==> config.mk <==
export PLATFORM = sky130hd
export DESIGN_NAME = tboom_freelist_alloc_ctrl
export DESIGN_NICKNAME = d
export VERILOG_FILES = /design/src/rtl/tboom_freelist_alloc_ctrl.sv
export SDC_FILE = /design/constraint.sdc
export NUM_CORES = 1
export LEC_CHECK = 0
export ABC_AREA = 1
export BUFFER_PORTS_ARGS = -buffer_cell sky130_fd_sc_hd__buf_2
export CAP_MARGIN = 20
export CORE_MARGIN = 1.5
export CORE_UTILIZATION = 53
export CTS_CLUSTER_DIAMETER = 120
export DETAILED_ROUTE_END_ITERATION = 8
export GPL_TIMING_DRIVEN = 1
export PLACE_DENSITY = 0.83
export SLEW_MARGIN = 20
export SYNTH_ARGS = -nofsm -noshare
export SYNTH_HDL_FRONTEND = slang
export SYNTH_SLANG_ARGS = --single-unit
==> constraint.sdc <==
create_clock -name clk -period 4.6 [get_ports clk]
set_input_delay 0.92 -clock clk [delete_from_list [all_inputs] [get_ports clk]]
set_output_delay 0.92 -clock clk [all_outputs]
set_load 0.01 [all_outputs]
==> src/rtl/tboom_freelist_alloc_ctrl.sv <==
// rtl/tboom_freelist_alloc_ctrl.sv - rename freelist sequencer: seeding, dual-lane alloc, frees, branch checkpoint
module tboom_freelist_alloc_ctrl #(
  parameter  int PREG_W    = 6,
  parameter  int NUM_PREGS = 16,
  parameter  int NUM_AREGS = 8,
  localparam int FL_DEPTH  = NUM_PREGS - NUM_AREGS,
  localparam int CNT_W     = $clog2(FL_DEPTH + 1)
) (
  input  logic              clk,
  input  logic              rst,
  output logic              ready,
  input  logic              req0,
  input  logic              req1,
  output logic              gnt0,
  output logic              gnt1,
  output logic              alloc_vld0,
  output logic              alloc_vld1,
  output logic [PREG_W-1:0] alloc_tag0,
  output logic [PREG_W-1:0] alloc_tag1,
  input  logic              free0_vld,
  input  logic              free1_vld,
  input  logic [PREG_W-1:0] free0_tag,
  input  logic [PREG_W-1:0] free1_tag,
  input  logic              br_ckpt,
  input  logic              br_resolve,
  input  logic              br_mispredict,
  output logic              ckpt_busy,
  output logic [CNT_W-1:0]  free_count,
  output logic              err,
  output logic              fl_i0_read_enable,
  output logic              fl_i1_read_enable,
  output logic              fl_i0_write_enable,
  output logic              fl_i1_write_enable,
  output logic [PREG_W-1:0] fl_i0_data_in,
  output logic [PREG_W-1:0] fl_i1_data_in,
  output logic              fl_checkpoint,
  output logic              fl_restore,
  input  logic [PREG_W-1:0] fl_i0_data_out,
  input  logic [PREG_W-1:0] fl_i1_data_out,
  input  logic              fl_full,
  input  logic              fl_one_remaining,
  input  logic              fl_empty
);

  typedef enum logic {S_INIT, S_RUN} state_t;

  localparam logic [PREG_W:0] SEED_FIRST = (PREG_W+1)'(NUM_AREGS);
  localparam logic [PREG_W:0] SEED_LAST  = (PREG_W+1)'(NUM_PREGS - 2);

  state_t            state_q, state_d;
  logic [PREG_W:0]   seed_ptr_q, seed_ptr_d;
  logic [CNT_W-1:0]  free_count_q, free_count_d;
  logic [CNT_W-1:0]  ckpt_count_q, ckpt_count_d;
  logic [CNT_W-1:0]  frees_since_q, frees_since_d;
  logic              ckpt_busy_q, ckpt_busy_d;
  logic              err_q, err_d;
  logic              alloc_vld0_q, alloc_vld0_d;
  logic              alloc_vld1_q, alloc_vld1_d;
  logic              lane1_i1_q, lane1_i1_d;

  logic              run, seeding, alloc_ok, one_slot;
  logic              acc0, acc1, free_drop;
  logic              restore_go, take_ckpt, ckpt_refused, misp_no_ckpt;
  logic [CNT_W-1:0]  n_acc, n_gnt;

  // Branch/free qualification shared by the output and next-state logic
  always_comb begin
    run          = (state_q == S_RUN);
    seeding      = (state_q == S_INIT) & ~rst;
    alloc_ok     = run & ~fl_empty & ~br_ckpt & ~br_mispredict;
    one_slot     = (free_count_q == CNT_W'(FL_DEPTH - 1));
    acc0         = run & free0_vld & ~fl_full;
    acc1         = run & free1_vld & ~fl_full & ~(free0_vld & one_slot);
    free_drop    = run & ((free0_vld & ~acc0) | (free1_vld & ~acc1));
    restore_go   = run & br_mispredict & ckpt_busy_q;
    misp_no_ckpt = run & br_mispredict & ~ckpt_busy_q;
    take_ckpt    = run & ~br_mispredict & br_ckpt & (~ckpt_busy_q | br_resolve);
    ckpt_refused = run & ~br_mispredict & br_ckpt & ckpt_busy_q & ~br_resolve;
    n_acc        = CNT_W'(acc0) + CNT_W'(acc1);
    n_gnt        = CNT_W'(gnt0) + CNT_W'(gnt1);
  end

  // State register: INIT seeds the freelist, RUN serves rename and commit
  always_ff @(posedge clk or posedge rst) begin
    if (rst) begin
      state_q <= S_INIT;
    end else begin
      state_q <= state_d;
    end
  end

  // Next state: leave INIT once the last pair of tags has been written
  always_comb begin
    state_d = state_q;
    if (state_q == S_INIT && seed_ptr_q == SEED_LAST) begin
      state_d = S_RUN;
    end
  end

  // FSM outputs: grants, freelist port enables/data and branch strobes
  always_comb begin
    ready              = run;
    gnt0               = alloc_ok & req0;
    gnt1               = alloc_ok & req1 & (gnt0 | ~req0) & ~(fl_one_remaining & gnt0);
    fl_i0_read_enable  = gnt0 | gnt1;
    fl_i1_read_enable  = gnt0 & gnt1;
    fl_i0_write_enable = seeding | acc0;
    fl_i1_write_enable = seeding | acc1;
    fl_i0_data_in      = seeding ? seed_ptr_q[PREG_W-1:0] : free0_tag;
    fl_i1_data_in      = seeding ? (seed_ptr_q[PREG_W-1:0] + PREG_W'(1)) : free1_tag;
    fl_checkpoint      = take_ckpt;
    fl_restore         = restore_go;
  end

  // Datapath next values: counts, checkpoint bookkeeping, alloc tracking
  always_comb begin
    seed_ptr_d    = seed_ptr_q;
    free_count_d  = free_count_q;
    ckpt_count_d  = ckpt_count_q;
    frees_since_d = frees_since_q;
    ckpt_busy_d   = ckpt_busy_q;
    err_d         = err_q | free_drop | ckpt_refused | misp_no_ckpt;
    alloc_vld0_d  = gnt0;
    alloc_vld1_d  = gnt1;
    lane1_i1_d    = gnt0 & gnt1;
    if (state_q == S_INIT) begin
      seed_ptr_d   = seed_ptr_q + (PREG_W+1)'(2);
      free_count_d = free_count_q + CNT_W'(2);
    end else if (restore_go) begin
      // Squashed allocations return; frees since the snapshot survive
      free_count_d = ckpt_count_q + frees_since_q + n_acc;
      ckpt_busy_d  = 1'b0;
    end else begin
      free_count_d = free_count_q - n_gnt + n_acc;
      if (take_ckpt) begin
        ckpt_count_d  = free_count_q;
        frees_since_d = n_acc;
        ckpt_busy_d   = 1'b1;
      end else if (br_resolve) begin
        ckpt_busy_d = 1'b0;
      end else if (ckpt_busy_q) begin
        frees_since_d = frees_since_q + n_acc;
      end
    end
  end

  // Datapath registers
  always_ff @(posedge clk or posedge rst) begin
    if (rst) begin
      seed_ptr_q    <= SEED_FIRST;
      free_count_q  <= '0;
      ckpt_count_q  <= '0;
      frees_since_q <= '0;
      ckpt_busy_q   <= 1'b0;
      err_q         <= 1'b0;
      alloc_vld0_q  <= 1'b0;
      alloc_vld1_q  <= 1'b0;
      lane1_i1_q    <= 1'b0;
    end else begin
      seed_ptr_q    <= seed_ptr_d;
      free_count_q  <= free_count_d;
      ckpt_count_q  <= ckpt_count_d;
      frees_since_q <= frees_since_d;
      ckpt_busy_q   <= ckpt_busy_d;
      err_q         <= err_d;
      alloc_vld0_q  <= alloc_vld0_d;
      alloc_vld1_q  <= alloc_vld1_d;
      lane1_i1_q    <= lane1_i1_d;
    end
  end

  // Allocation results: tags come from the freelist read register; a restore squashes them
  always_comb begin
    alloc_vld0 = alloc_vld0_q & ~restore_go;
    alloc_vld1 = alloc_vld1_q & ~restore_go;
    alloc_tag0 = alloc_vld0 ? fl_i0_data_out : '0;
    alloc_tag1 = alloc_vld1 ? (lane1_i1_q ? fl_i1_data_out : fl_i0_data_out) : '0;
    ckpt_busy  = ckpt_busy_q;
    free_count = free_count_q;
    err        = err_q;
  end

endmodule

Word level (Yosys, flattened, before mapping). Index checks and enable logic that the tools add are counted.

Register bits: 25. Input bits: 36. Word-level logic and storage cells: 94. Output and inout port bits: 41.

Bitwise operators: 52. Multiplexer cells: 13. Reductions and logical operators: 6. Eq/ne operators: 3. Add/subtract/negate cells: 10.

Operator list (count): 6-bit two-way mux (5); 1-bit AND (29); 4-bit two-way mux (5); 1-bit inverter (14); 4-bit by 2-bit adder with 4-bit output (3); 1-bit bitwise OR (9); 7-bit by 2-bit adder with 7-bit output, second input constant (1); 7-bit by 4-bit == test with 1-bit output, second input constant (1); 6-bit by 1-bit adder with 6-bit output, second input constant (1); 1-bit by 1-bit adder with 2-bit output (2); 4-bit by 2-bit adder with 4-bit output, second input constant (1); 4-bit adder (1); 4-bit by 3-bit == test with 1-bit output, second input constant (1); 4-bit AND reduction (1); 4-bit by 2-bit subtractor with 4-bit output (1); 1-bit two-way mux (3); 3-bit AND reduction (1); 3-bit nonzero test (1); 2-bit by 1-bit != test with 1-bit output, second input constant (1); 2-bit AND reduction (1); 2-bit nonzero test (1); 1-bit logical AND (1).

Depth between registers and ports, before layout.
Depth in word-level cells: 13. Mapped depth: 18. Gate-level depth less buffers: 18.

Worst setup path before layout. No wires, ideal clock.

Path kind: input port to flip-flop. Start point: input br_mispredict. End point: register free_count_q[1], in the netlist free_count[1]. Cell stages on the path: 14. Path buffers: 0. Required time: 4.517 ns. Arrival time: 3.379 ns. Slack: 1.139 ns. Library setup time: 0.083 ns. Cell sequence: inv_1 -> nand2_1 -> inv_1 -> nand2_1 -> nor2_1 -> fa_1 -> fa_1 -> inv_1 -> ha_1 -> inv_1 -> fa_1 -> a21oi_1 -> o21ai_1 -> o21ai_0.

Word-level cells in the longest chain between the ends: 11. Elaborated cells between the ends (all ways): 16. Those cells by class: 3 x add/sub; 2 x mux; 11 x bitwise.

RTL lines: from (decl) (RTL line 26) `input logic br_mispredict,`; 1-bit inverter (*) (RTL line 70) `alloc_ok = run & ~fl_empty & ~br_ckpt & ~br_mispredict;`; 1-bit AND (*) (RTL line 70); 1-bit AND (*) (RTL line 103) `gnt0 = alloc_ok & req0;`; net gnt0 (RTL line 14) `output logic gnt0,`; 1-bit bitwise OR or 1-bit AND (tied branches) (RTL line 104) `gnt1 = alloc_ok & req1 & (gnt0 | ~req0) & ~(fl_one_remaining & gnt0);`; 1-bit AND or 1-bit inverter (tied branches) (RTL line 104); 1-bit AND (RTL line 104); 1-bit by 1-bit adder with 2-bit output (*) (RTL line 80) `n_gnt = CNT_W'(gnt0) + CNT_W'(gnt1);`; 4-bit by 2-bit subtractor with 4-bit output (*) (RTL line 134) `free_count_d = free_count_q - n_gnt + n_acc;`; 4-bit by 2-bit adder with 4-bit output (*) (RTL line 134); 4-bit two-way mux (*) (RTL line 129) `end else if (restore_go) begin`; 4-bit two-way mux (*) (RTL line 126) `if (state_q == S_INIT) begin`; net free_count_d[1] (RTL line 52) `logic [CNT_W-1:0] free_count_q, free_count_d;`; to (signal assigned) (RTL line 161) `free_count_q <= free_count_d;`; to (decl) (RTL line 52).

Mark *: on every way through the listed nets, which the timed path passes. The rest lies on a longest branch. A chain may end at the register's enable or synchronous reset.

Final worst setup path.
Start point: register state_q, in the netlist ready. End point: register free_count_q[1], in the netlist free_count[1].

Word-level cells in the longest chain between the ends: 12. Elaborated cells between the ends (all ways): 24. Those cells by class: 5 x add/sub; 2 x mux; 17 x bitwise.

RTL lines: from (decl) (RTL line 50) `state_t state_q, state_d;`; from (signal assigned) (RTL line 88) `state_q <= state_d;`; 1-bit AND (3 in a row) (RTL line 70); 1-bit AND (RTL line 103); 1-bit bitwise OR or 1-bit AND (tied branches) (RTL line 104); 1-bit AND or 1-bit inverter (tied branches) (RTL line 104); 1-bit AND (RTL line 104); 1-bit by 1-bit adder with 2-bit output (RTL line 80); 4-bit by 2-bit subtractor with 4-bit output (RTL line 134); 4-bit by 2-bit adder with 4-bit output (RTL line 134); 4-bit two-way mux (RTL line 129); 4-bit two-way mux (*) (RTL line 126); net free_count_d[1] (RTL line 52).

Marks and branches as above.

==> results.toml <==
[yosys]
synth_top_cell_by_area = "dfrtp_1"
ys.flop_type = "dfrtp_1"
yosys.area_share.simple = 0.282
synth_compound_area_frac = 0.0750
synth_area_leaders = "dfrtp_1, nand2_1, inv_1, ha_1, fa_1"
yosysMostFrequentCell = "nand2_1"
synthArstFlopShare = 1.00
synth_edf_count = 0
synth_cell_types = 28
synth_xor_area_frac = 0.0365
ys_warn_count = 0
synth_area_per_cell_sq_um = 7.16
ys_seq_elements = 24
yosysSeqAreaShare = 0.314
synthAdderAreaFrac = 0.164
synth_area_sq_um = 1920
synth_mux_area_frac = 0
ys_top_cells_by_count = "nand2_1, inv_1, dfrtp_1"
netlist_instances = 268
syn_nets = 325
synth_top_family_by_area = "simple AND/OR/NAND/NOR gates"
yosysTopAreaCellShare = 0.300

[worst_setup_path]
crit_fanout = 14
crit_type = "reg -> reg"
critPathCaptureType = "flop"
worstSetupStartpointType = "flop"
rr_worst_depth = 15
crit_arrival_ps = 3730
cp_data_required_time_ps = 4810

[global_routing]
grt_max_degree = 25
grt_overflow_total = 0
grt_pass1_vias = 1802
grt_pass1_wl_mm = 7.77
grt_antenna_before_repair = 0
grt_usage = 0.243

[final_layout]
fillers = 306
area_growth_pct = 23.2
antenna_cells = 0
fin_nets = 401
drive_gt1_frac = 0.262
utilization = 0.692

[die]
die_h_um = 63.2
coreArea_sq_um = 3420
die_width_um = 63.2
start_util = 0.562
io_pins = 77
dieArea_sq_um = 3990
rows = 21

[detailed_routing]
drtIter0Drc = 101
wl_per_cell_um = 11.7
wl_mm = 4.57
post_drt_via_cell_ratio = 4.84
drt_pass1_iterations = 5
dr_total_vias = 1883
drcViolationCount = 0
ant_nets = 0

[pwr]
ir_drop_uv = 166
powerDensity_nw_per_um2 = 389
p_leak_nw = 1.49

[min_path]
hold_class = "reg -> reg"
whs_path_depth = 1

[clock_tree]
cts_buffers = 3
cts_root_buffer = "clkbuf_4"
path_clk_slew_ps = 140
cts_tree = "built"
hold_buffers = 0
cts_resized = 0
cts_setup_buffers = 0
cts_sinks = 24
cts_buffer_depth = 2
h-tree-depth = 1
clk_latency_ps = 330

[sta]
slew_viol_final = 0
max_freq_ghz = 0.284
rsz0062_at_grt = "false"
slew-limit-headroom = 0.390
tns_ps = 0
clock_skew_ps = 4.66
fin_crit_sh = 0.767
tightest_slew_ps = 914
setup_viol = 0
min_period_ps = 3530
hold_viol_final = 0

[placed_design]
gp_congestion = 0.804
dp_hpwl_mm = 3.67
io_buffer_count = 76

[status]
outcome = "finished, final reports clean"

[run]
drv_cap = 0
==> where the power goes <==
| part | leakage [nW] | total [mW] | switching (mW) | internal [mW] |
|---|---|---|---|---|
| clock | 0.0279 | 0.159 | 0.0705 | 0.0883 |
| sequential | 0.296 | 0.312 | 0.0525 | 0.259 |
| combinational | 1.17 | 0.449 | 0.248 | 0.201 |
==> flip-flops by register name (all words and copies together), names as in the netlist <==
name	cells
ckpt_count_q	4
free_count	4
lane1_i1_q	1
alloc_vld0_q	1
ckpt_busy	1
seed_ptr_q	6
ready	1
alloc_vld1_q	1
err	1
frees_since_q	4
==> cell usage in the layout, fill, tap and decap left out <==
cell,n
dfstp_2,1
a21oi_2,1
clkbuf_4,3
nor2_2,1
nand2_2,2
o211ai_1,2
nor2_1,17
buf_2,76
o21ai_1,8
nand4_1,2
dfrtp_1,23
or2_4,1
nand3_1,16
nand3_2,1
bufinv_16,1
ha_1,14
a21boi_0,1
a21oi_1,9
xnor2_1,4
or2_2,2
xor2_1,4
inv_1,53
o31ai_1,1
o21ai_0,4
nor3_1,1
nand2_1,86
inv_2,1
and3_1,1
fa_1,7
==> metrics by stage <==
| step | std cells | instance area, sq um | total power, mW | setup WS (ps) | hold slack [ps] |
|---|---|---|---|---|---|
| after floorplan | 268 | 1920 | 0.635 | 1140 | 445 |
| after global placement | 385 | 2310 | 0.741 | 1040 | 464 |
| after detailed placement | 385 | 2310 | 0.767 | 930 | 495 |
| after CTS | 389 | 2360 | 0.926 | 1100 | 518 |
| after global routing | 389 | 2360 | 1.01 | 757 | 535 |
| final | 389 | 2360 | 0.920 | 1070 | 520 |
==> kinds of logic after synthesis <==
group                      after synthesis
DFF                                     24
adders and majority gates               21
xor gates and xnor gates                 8
AOI/OAI and AO/OA                       26
buffers and inverters                   59
and+or+nand+nor                        130
==> metal layers <==
| layer | global-route usage | share of wire |
|---|---|---|
| met1 | 0.316 | 0.44 |
| met5 | 0 | 0 |
| met4 | 0.0978 | 0.018 |
| met2 | 0.426 | 0.50 |
| met3 | 0.0143 | 0.044 |
==> path summary, 6_finish.rpt <==
check,end,from,slack [ps]
max,free_count[1]$_DFF_PP0_,ready$_DFFE_PP0P_,1070
min,seed_ptr_q[6]$_DFFE_PP0N_,seed_ptr_q[6]$_DFFE_PP0N_,520
max reg2reg,free_count[1]$_DFF_PP0_,ready$_DFFE_PP0P_,1070
min reg2reg,seed_ptr_q[6]$_DFFE_PP0N_,seed_ptr_q[6]$_DFFE_PP0N_,520
max in group asynchronous,ckpt_count_q[3]$_DFFE_PP0P_,rst,3280
min in group asynchronous,seed_ptr_q[2]$_DFFE_PP0N_,rst,770
==> critical path, stage by stage, from the launching register on <==
cell     delay (ps)
dfrtp_1         690
inv_1           330
or2_4           330
nor2_1           90
nand2_1         100
inv_1            70
ha_1            260
inv_1           110
fa_1            420
inv_1            70
ha_1            150
inv_1            60
fa_1            480
a21oi_1          60
o21ai_1          90
o21ai_0         100
==> cell type report <==
cell class,instances,area [sq um],area share
Clock buffer,3,22.5,0.00952
Clock inverter,1,30.0,0.0127
Inverter,54,203,0.0857
Multi-Input combinational cell,185,1070,0.452
Sequential cell,24,602,0.254
Tap cell,46,57.6,0.0243
Timing Repair Buffer,76,380,0.161
Power figures use the tool's default switching activity.
